[src/rtl/ddr_mgr_pkg.sv]
// Shared types and default widths for the DDR manager request arbiter.
package ddr_mgr_pkg;

  typedef enum logic [1:0] {
    ST_IDLE  = 2'd0,
    ST_ISSUE = 2'd1,
    ST_DRAIN = 2'd2,
    ST_DONE  = 2'd3
  } arb_state_t;

  localparam int DEF_ADDR_W = 24;
  localparam int DEF_LEN_W  = 8;

endpackage

[src/rtl/ddr_burst_seq.sv]
// Per-transaction burst sequencer: walks the burst address, counts issued and
// completed bursts, and flags the last accepted command and the final completion.
module ddr_burst_seq
  import ddr_mgr_pkg::*;
#(
  parameter int ADDR_W    = DEF_ADDR_W,
  parameter int LEN_W     = DEF_LEN_W,
  parameter int BURST_INC = 4
) (
  input  logic              clk,
  input  logic              rst,
  input  logic              start,
  input  logic              rnw,
  input  logic [ADDR_W-1:0] start_addr,
  input  logic [LEN_W-1:0]  start_len,
  input  logic              cmd_ready,
  input  logic              burst_done,
  output logic              cmd_valid,
  output logic              cmd_rnw,
  output logic [ADDR_W-1:0] cmd_addr,
  output logic              last_accept,
  output logic              finished
);

  logic [LEN_W-1:0] len_q;
  logic [LEN_W-1:0] issued;
  logic [LEN_W-1:0] completed;
  logic             busy;

  assign last_accept = cmd_valid && cmd_ready && (issued == len_q - LEN_W'(1));
  assign finished    = busy && burst_done && (completed == len_q - LEN_W'(1));

  // Handshake: a command is issued on a cycle where cmd_valid and cmd_ready are
  // both high; cmd_valid, cmd_addr and cmd_rnw hold until that cycle.
  always_ff @(posedge clk or posedge rst) begin
    if (rst) begin
      len_q     <= '0;
      issued    <= '0;
      completed <= '0;
      busy      <= 1'b0;
      cmd_valid <= 1'b0;
      cmd_rnw   <= 1'b0;
      cmd_addr  <= '0;
    end else if (start) begin
      len_q     <= start_len;
      issued    <= '0;
      completed <= '0;
      busy      <= (start_len != '0);
      cmd_valid <= (start_len != '0);
      cmd_rnw   <= rnw;
      cmd_addr  <= start_addr;
    end else begin
      if (cmd_valid && cmd_ready) begin
        cmd_addr <= cmd_addr + ADDR_W'(BURST_INC);
        issued   <= issued + LEN_W'(1);
        if (last_accept) begin
          cmd_valid <= 1'b0;
        end
      end
      // Completions are counted whether they land while issuing or draining.
      if (busy && burst_done) begin
        completed <= completed + LEN_W'(1);
        if (finished) begin
          busy <= 1'b0;
        end
      end
    end
  end

endmodule

[src/rtl/ddr_req_arbiter.sv]
// Arbitrates the single MIG command port between the preload writer and the
// line-fetch reader; reads win unless a write has waited MAX_RD_RUN read grants.
module ddr_req_arbiter
  import ddr_mgr_pkg::*;
#(
  parameter int ADDR_W     = DEF_ADDR_W,
  parameter int LEN_W      = DEF_LEN_W,
  parameter int BURST_INC  = 4,
  parameter int MAX_RD_RUN = 4
) (
  input  logic              clk,
  input  logic              rst,
  input  logic              init_done,
  input  logic              wr_req,
  input  logic [ADDR_W-1:0] wr_addr,
  input  logic [LEN_W-1:0]  wr_len,
  output logic              wr_grant,
  output logic              wr_done,
  input  logic              rd_req,
  input  logic [ADDR_W-1:0] rd_addr,
  input  logic [LEN_W-1:0]  rd_len,
  output logic              rd_grant,
  output logic              rd_done,
  output logic              mem_cmd_valid,
  input  logic              mem_cmd_ready,
  output logic              mem_cmd_rnw,
  output logic [ADDR_W-1:0] mem_cmd_addr,
  input  logic              mem_burst_done,
  output logic              mem_sel,
  output logic [1:0]        fsm_state
);

  localparam int RUN_W = $clog2(MAX_RD_RUN + 1);

  arb_state_t       state;
  logic [RUN_W-1:0] rd_run;
  logic [ADDR_W-1:0] addr_q;
  logic [LEN_W-1:0] len_q;
  logic             rnw_q;
  logic             start_q;
  logic             rd_wins;
  logic             last_accept;
  logic             seq_finished;
  logic             finish_now;

  assign rd_wins    = rd_req && !(wr_req && (rd_run == RUN_W'(MAX_RD_RUN)));
  assign finish_now = ((state == ST_ISSUE) && ((len_q == '0) || seq_finished)) ||
                      ((state == ST_DRAIN) && seq_finished);
  assign fsm_state  = state;

  always_ff @(posedge clk or posedge rst) begin
    if (rst) begin
      state    <= ST_IDLE;
      rd_run   <= '0;
      addr_q   <= '0;
      len_q    <= '0;
      rnw_q    <= 1'b0;
      start_q  <= 1'b0;
      rd_grant <= 1'b0;
      wr_grant <= 1'b0;
      rd_done  <= 1'b0;
      wr_done  <= 1'b0;
      mem_sel  <= 1'b0;
    end else begin
      start_q <= 1'b0;
      rd_done <= 1'b0;
      wr_done <= 1'b0;
      if (finish_now) begin
        state    <= ST_DONE;
        rd_done  <= rd_grant;
        wr_done  <= wr_grant;
        rd_grant <= 1'b0;
        wr_grant <= 1'b0;
      end else begin
        case (state)
          ST_IDLE: begin
            if (init_done && (rd_req || wr_req)) begin
              state   <= ST_ISSUE;
              start_q <= 1'b1;
              if (rd_wins) begin
                rd_grant <= 1'b1;
                mem_sel  <= 1'b1;
                rnw_q    <= 1'b1;
                addr_q   <= rd_addr;
                len_q    <= rd_len;
                // The run only counts reads that made a pending write wait.
                if (!wr_req) begin
                  rd_run <= '0;
                end else if (rd_run != RUN_W'(MAX_RD_RUN)) begin
                  rd_run <= rd_run + RUN_W'(1);
                end
              end else begin
                wr_grant <= 1'b1;
                mem_sel  <= 1'b0;
                rnw_q    <= 1'b0;
                addr_q   <= wr_addr;
                len_q    <= wr_len;
                rd_run   <= '0;
              end
            end
          end
          ST_ISSUE: begin
            if (last_accept) begin
              state <= ST_DRAIN;
            end
          end
          ST_DRAIN: begin
            state <= ST_DRAIN;
          end
          ST_DONE: begin
            state   <= ST_IDLE;
            mem_sel <= 1'b0;
          end
          default: state <= ST_IDLE;
        endcase
      end
    end
  end

  ddr_burst_seq #(
    .ADDR_W    (ADDR_W),
    .LEN_W     (LEN_W),
    .BURST_INC (BURST_INC)
  ) u_seq (
    .clk         (clk),
    .rst         (rst),
    .start       (start_q),
    .rnw         (rnw_q),
    .start_addr  (addr_q),
    .start_len   (len_q),
    .cmd_ready   (mem_cmd_ready),
    .burst_done  (mem_burst_done),
    .cmd_valid   (mem_cmd_valid),
    .cmd_rnw     (mem_cmd_rnw),
    .cmd_addr    (mem_cmd_addr),
    .last_accept (last_accept),
    .finished    (seq_finished)
  );

endmodule
[config.mk]
export PLATFORM = sky130hd
export DESIGN_NAME = ddr_req_arbiter
export DESIGN_NICKNAME = d
export VERILOG_FILES = /design/src/rtl/ddr_mgr_pkg.sv /design/src/rtl/ddr_burst_seq.sv /design/src/rtl/ddr_req_arbiter.sv
export SDC_FILE = /design/constraint.sdc
export NUM_CORES = 1
export LEC_CHECK = 0
export CORE_MARGIN = 5
export CORE_UTILIZATION = 47
export DETAILED_ROUTE_END_ITERATION = 7
export PLACE_DENSITY_LB_ADDON = 0.25
export SLEW_MARGIN = 20
export SYNTH_ARGS = -nofsm -noshare
export SYNTH_HDL_FRONTEND = slang
export SYNTH_SLANG_ARGS = --single-unit
export TNS_END_PERCENT = 50
[constraint.sdc]
create_clock -name clk -period 3.2 [get_ports clk]
set_input_delay 0.64 -clock clk [delete_from_list [all_inputs] [get_ports clk]]
set_output_delay 0.64 -clock clk [all_outputs]
set_load 0.01 [all_outputs]
* Word level (Yosys, flattened, before mapping) *
Cells that the tools add are included.

storage, ports and cells
  bits in registers = 95
  latch bits = 0
  RAM bits = 0
  ROM bits = 0
  bits of input ports = 71
  output and inout port bits = 33
  logic and storage cells = 105
  memories = 0

operators by class
  add/sub/neg operators = 5
  $mul = 0
  div/mod/pow operators = 0
  order comparisons = 0
  eq/ne operators = 12
  shift operators = 0
  multiplexer cells = 37
  bitwise gates (word level) = 1
  reduce and logical (&&, ||, !) cells = 32

operator list
  operator                                          count
  2-to-1 mux 24 bit                                 3
  2-to-1 mux 8 bit                                  5
  adder 24 x 3 -> 24 bit, second input constant     1
  2-to-1 mux 1 bit                                  21
  adder 8 x 1 -> 8 bit, second input constant       2
  == test 8 bit                                     2
  nonzero test 2 bit                                8
  AND reduction 3 bit                               4
  logical AND 1 bit                                 9
  2-to-1 mux 3 bit                                  3
  != test 3 bit, second input constant              3
  zero test 8 bit                                   1
  one-hot mux 2 bit (4 select lines)                1
  nonzero test 8 bit                                1
  subtractor 8 x 1 -> 8 bit, second input constant  1
  2-to-1 mux 2 bit                                  3
  AND reduction 2 bit                               3
  == test 2 bit, second input constant              2
  AND reduction 4 bit                               1
  adder 3 x 1 -> 3 bit, second input constant       1
  == test 3 bit, second input constant              1
  logical OR 1 bit                                  3
  != test 3 x 2 -> 1 bit, second input constant     1
  == test 2 x 1 -> 1 bit, second input constant     1
  6 further kinds                                   6

* Logic depth before layout (Yosys ltp) *
Gate-level depths: netlist of the first run.

  word-level depth = 8
  mapped depth = 10
  mapped depth without buffers = 8

* Hierarchy *
A second synthesis of the first run with hierarchy kept.

second synthesis, totals
  cell total of the unflattened synthesis = 542
  area total of the unflattened synthesis = 5263.8 um^2

by module, submodules not included
  module           times used  cells each  area an instance (um^2)  seq. area each (um^2)
  ddr_burst_seq    1           338         3118.0                   1276.2
  ddr_req_arbiter  1           204         2145.8                   1101.1

* Least setup slack after synthesis of the first run *
OpenSTA, ideal clock, no wires.

  kind = reg-to-reg
  start point = register u_seq.len_q[0]
  end point = register addr_q[0]
  setup time = 125 ps
  data arrival time = 2422 ps
  data required time = 3075 ps
  setup slack = 653 ps
  cell stages (with the launch flop) = 9
  path buffers = 2
  period minus slack after synthesis = 2547 ps
  cells stage by stage = dfrtp_1 > or4_4 > nor4_4 > xnor3_1 > a41o_1 > buf_6 > nor2_8 > buf_12 > mux2_4

between the ends
  word-level cells in the longest chain between the ends = 8
  elaborated cells between the ends (all ways) = 9
  those cells by class = add/sub (1); eq/ne (1); bitwise (1); reduce/logical (6)

ends and longest elaborated chain
  what                                      line                   text
  from (decl)                               ddr_burst_seq.sv:25    logic [LEN_W-1:0] len_q;
  from (signal assigned)                    ddr_burst_seq.sv:45    len_q <= start_len;
  subtractor 8 x 1 -> 8 bit (*)             ddr_burst_seq.sv:31    assign finished = busy && burst_done && (completed == len_q - LEN_W'(1));
  == test 8 bit (*)                         ddr_burst_seq.sv:31
  logical AND 1 bit (*)                     ddr_burst_seq.sv:31
  logical OR 1 bit                          ddr_req_arbiter.sv:47  assign finish_now = ((state == ST_ISSUE) && ((len_q == '0) || seq_finished)) ||
  logical AND 1 bit                         ddr_req_arbiter.sv:47
  logical OR 1 bit (*)                      ddr_req_arbiter.sv:47
  NOT 1 bit (no source line) (*)            --
  AND reduction 3 bit (no source line) (*)  --
  to (signal assigned)                      ddr_req_arbiter.sv:84  addr_q <= rd_addr;
  to (signal assigned)                      ddr_req_arbiter.sv:96  addr_q <= wr_addr;
  to (decl)                                 ddr_req_arbiter.sv:37  logic [ADDR_W-1:0] addr_q;

Every way passes the cells marked *; elsewhere a longest branch is shown, timed or not.
A chain may end at the register's enable or synchronous reset.

* Worst setup path in the final report of the first run *
  start point = register u_seq.len_q[0]
  end point = register addr_q[19]

Same word-level chain as after synthesis.

==> impl_metrics.json, run 1 <==
{
  "run_status": "complete, no violations",
  "yosys_warnings": 0,
  "fin_crit_sh": 0.942,
  "fin_setup_tns_ps": 0,
  "start_util": 0.479,
  "fin_area_mm2": 0.00652,
  "syn-cell-area_mm2": 0.00520,
  "pin_count": 104,
  "critPathBufInv": 0,
  "antenna_found_initial": 0,
  "crit_path_end": "addr_q[19]$_DFFE_PP0P_",
  "r2r_cells": 6,
  "ir_drop_v": 0.000358,
  "cts_resized": 0,
  "dp_hpwl_mm": 8.67,
  "powerDensity_mw_per_mm2": 786,
  "path_delay_family": "simple AND/OR/NAND/NOR gates",
  "min_path_type": "flop to flop",
  "die_y_um": 115,
  "cts_tree": "done",
  "root_buffer": "clkbuf_8",
  "ys_async_sr_fraction": 1.00,
  "cp.required_ps": 3450,
  "synthFlopType": "dfrtp_1",
  "rsz0062_at_grt": "false",
  "grt_pass1_wl_mm": 19.5,
  "synth_nets": 609,
  "drive_gt1_frac": 0.124,
  "postCtsHoldBufs": 0,
  "syn2layout_area_growth_pct": 25.4,
  "gp_congestion": 0.831,
  "grt_usage": 0.185,
  "max_stage_delay_ps": 630,
  "grt_overflow": 0,
  "drv.max_cap_violation_count": 0,
  "dr.first_iter.drc_count": 150,
  "whs_ps": 493,
  "finClkSkew_ps": 7.63,
  "drc_errors": 0,
  "finalSetupViolations": 0,
  "synth_edf_count": 0,
  "wl_per_cell_um": 15.3,
  "avgSynthCellArea_um2": 9.84,
  "first_global_vias": 4060,
  "cts_max_level": 3,
  "drtAntennaViolNets": 0,
  "finalPower_uw": 5120,
  "ys_types": 47,
  "regToRegSetupSlack_ps": 190,
  "fin_nets": 707,
  "mostFrequentLayoutCell": "nand2_1",
  "viasPerCell": 5.13,
  "final_cell_mix": "nand2_1 (142), clkdlybuf4s50_1 (103), dfrtp_1 (94), nor2_1 (33), o21ai_0 (32)",
  "worst_pin_slew_ps": 791,
  "numCtsBuffers": 9,
  "hold_viol": 0,
  "worstReg2RegStart": "u_seq.len_q[0]$_DFFE_PP0P_",
  "clockBufferDepth": 2,
  "slew_headroom": 0.473,
  "insertion_delay_ps": 360,
  "design.die.area_mm2": 0.0133,
  "endpoint_kind": "flop",
  "finalMaxSlewViolations": 0,
  "min_period_ps": 3010,
  "grt_max_degree": 59,
  "cts_sinks": 95,
  "utilization": 0.601,
  "path_class": "flop to flop",
  "dpl_cell_area_mm2": 0.00633,
  "ys_seq_area_frac": 0.458,
  "path_max_fanout": 36,
  "wirelength_mm": 11.8,
  "first_pass_iters": 4,
  "crit_slowest_cell": "nor2_8",
  "max_freq_ghz": 0.332,
  "port-buffer-count": 103,
  "setup.worst_path.start_class": "flop",
  "cp_data_arrival_time_ps": 3260,
  "vias": 3953,
  "coreArea_mm2": 0.0108,
  "post_cts_buffers": 0,
  "die_w_um": 115,
  "num_antenna_cells": 0,
  "num_rows": 38,
  "path_clk_slew_ps": 90,
  "cp.depth": 6,
  "r2r_end": "addr_q[19]$_DFFE_PP0P_",
  "postSynthCellCount": 528,
  "cp-startpoint": "u_seq.len_q[0]$_DFFE_PP0P_",
  "path_cells": "or4_4 > nor4_4 > xnor3_1 > a41o_1 > nor2_8 > mux2_2",
  "leakage_uw": 0.00287,
  "ys_ff_latch": 95
}
==> report_power, final <==
part           total [uW]  switching, uW  internal (uW)
Sequential           2230            545           1690
Combinational        2130            870           1260
Clock                 759            401            358
==> layout make-up <==
type | instances | area [um^2]
Multi-Input combinational cell | 398 | 2640
Inverter | 11 | 43.8
Tap cell | 140 | 175
Timing Repair Buffer | 111 | 1100
Clock buffer | 12 | 135
Clock inverter | 3 | 45.0
Fill cell | 961 | 4320
Sequential cell | 95 | 2380
==> layer usage <==
layer / vias up / GRT usage / wire [um]
li1: 1951 / - / -
met1: 1898 / 0.241 / 5220
met2: 85 / 0.310 / 5900
met3: 19 / 0.0247 / 371
met4: 0 / 0.0743 / 277
met5: - / 0 / 0
==> registers in the layout (all words and copies together) (netlist names) <==
register,flops
addr_q,24
fsm_state,2
len_q,8
mem_sel,1
rd_done,1
rd_grant,1
rd_run,3
rnw_q,1
start_q,1
u_seq.busy,1
u_seq.cmd_addr,24
u_seq.cmd_rnw,1
u_seq.cmd_valid,1
u_seq.completed,8
u_seq.issued,8
u_seq.len_q,8
wr_done,1
wr_grant,1
==> through the flow <==
stage                     setup slack (ps)  cells
final                                  186    770
after global routing                  52.1    770
after CTS                              138    770
after detailed placement               171    755
after global placement                 255    755
after floorplan                       83.0    528
==> worst reg2reg max path: stages, from the launching register on <==
cell and delay [ps]:
dfrtp_1 450, or4_4 600, nor4_4 190, xnor3_1 270
a41o_1 320, nor2_8 630, mux2_2 430
==> cell usage after synthesis, types with 2 or more instances <==
cell type | instances | share of area
clkbuf_1 | 19 | 0.014
mux2_2 | 15 | 0.033
buf_12 | 3 | 0.012
nor3_1 | 3 | 0.0029
o21a_1 | 2 | 0.0029
nand2b_1 | 3 | 0.0036
xor2_1 | 26 | 0.044
inv_1 | 11 | 0.0079
nor2_1 | 33 | 0.024
and4_1 | 2 | 0.0034
mux2i_1 | 4 | 0.0077
xnor2_1 | 27 | 0.046
mux2_4 | 28 | 0.081
and2_2 | 2 | 0.0029
o21bai_1 | 3 | 0.0043
nand4_1 | 10 | 0.012
ha_1 | 10 | 0.024
dfrtp_1 | 95 | 0.46
xnor3_1 | 2 | 0.0087
nand3_1 | 13 | 0.013
o41ai_1 | 2 | 0.0034
o21ai_0 | 32 | 0.031
or3_2 | 2 | 0.0029
and3_1 | 7 | 0.0084
and2_1 | 4 | 0.0048
nor4_1 | 4 | 0.0048
nand2_1 | 142 | 0.10
or2_2 | 2 | 0.0024
a21oi_1 | 4 | 0.0039
==> worst min-delay path by stage <==
| stage | from | endpoint | slack [ps] | cells past startpoint |
|---|---|---|---|---|
| after floorplan | addr_q[18]$_DFFE_PP0P_ | u_seq.cmd_addr[18]$_DFFE_PP0P_ | 450 | 2 |
| after global placement | addr_q[20]$_DFFE_PP0P_ | u_seq.cmd_addr[20]$_DFFE_PP0P_ | 460 | 2 |
| after detailed placement | addr_q[10]$_DFFE_PP0P_ | u_seq.cmd_addr[10]$_DFFE_PP0P_ | 470 | 2 |
| after CTS | addr_q[20]$_DFFE_PP0P_ | u_seq.cmd_addr[20]$_DFFE_PP0P_ | 500 | 2 |
| after global routing | addr_q[20]$_DFFE_PP0P_ | u_seq.cmd_addr[20]$_DFFE_PP0P_ | 520 | 2 |
| final | addr_q[15]$_DFFE_PP0P_ | u_seq.cmd_addr[15]$_DFFE_PP0P_ | 490 | 2 |
==> cells by family after synthesis <==
| family | share of synthesized area |
|---|---|
| mux | 0.121 |
| fa+ha+maj | 0.0241 |
| xor+xnor | 0.0980 |
| simple gates | 0.207 |
| flops | 0.458 |
| buf+inv | 0.0361 |
| compound gates | 0.0559 |
No activity file was read; power rests on OpenSTA's default activity.
==> run 2, diff against run 1 <==
--- a/config.mk
+++ b/config.mk
@@ -5,6 +5,7 @@
 export SDC_FILE = /design/constraint.sdc
 export NUM_CORES = 1
 export LEC_CHECK = 0
+export ABC_AREA = 0
 export CORE_MARGIN = 5
 export CORE_UTILIZATION = 47
 export DETAILED_ROUTE_END_ITERATION = 7
==> results of run 2 <==
Same layout as run 1: the final DEF is identical, and so are final timing and power.
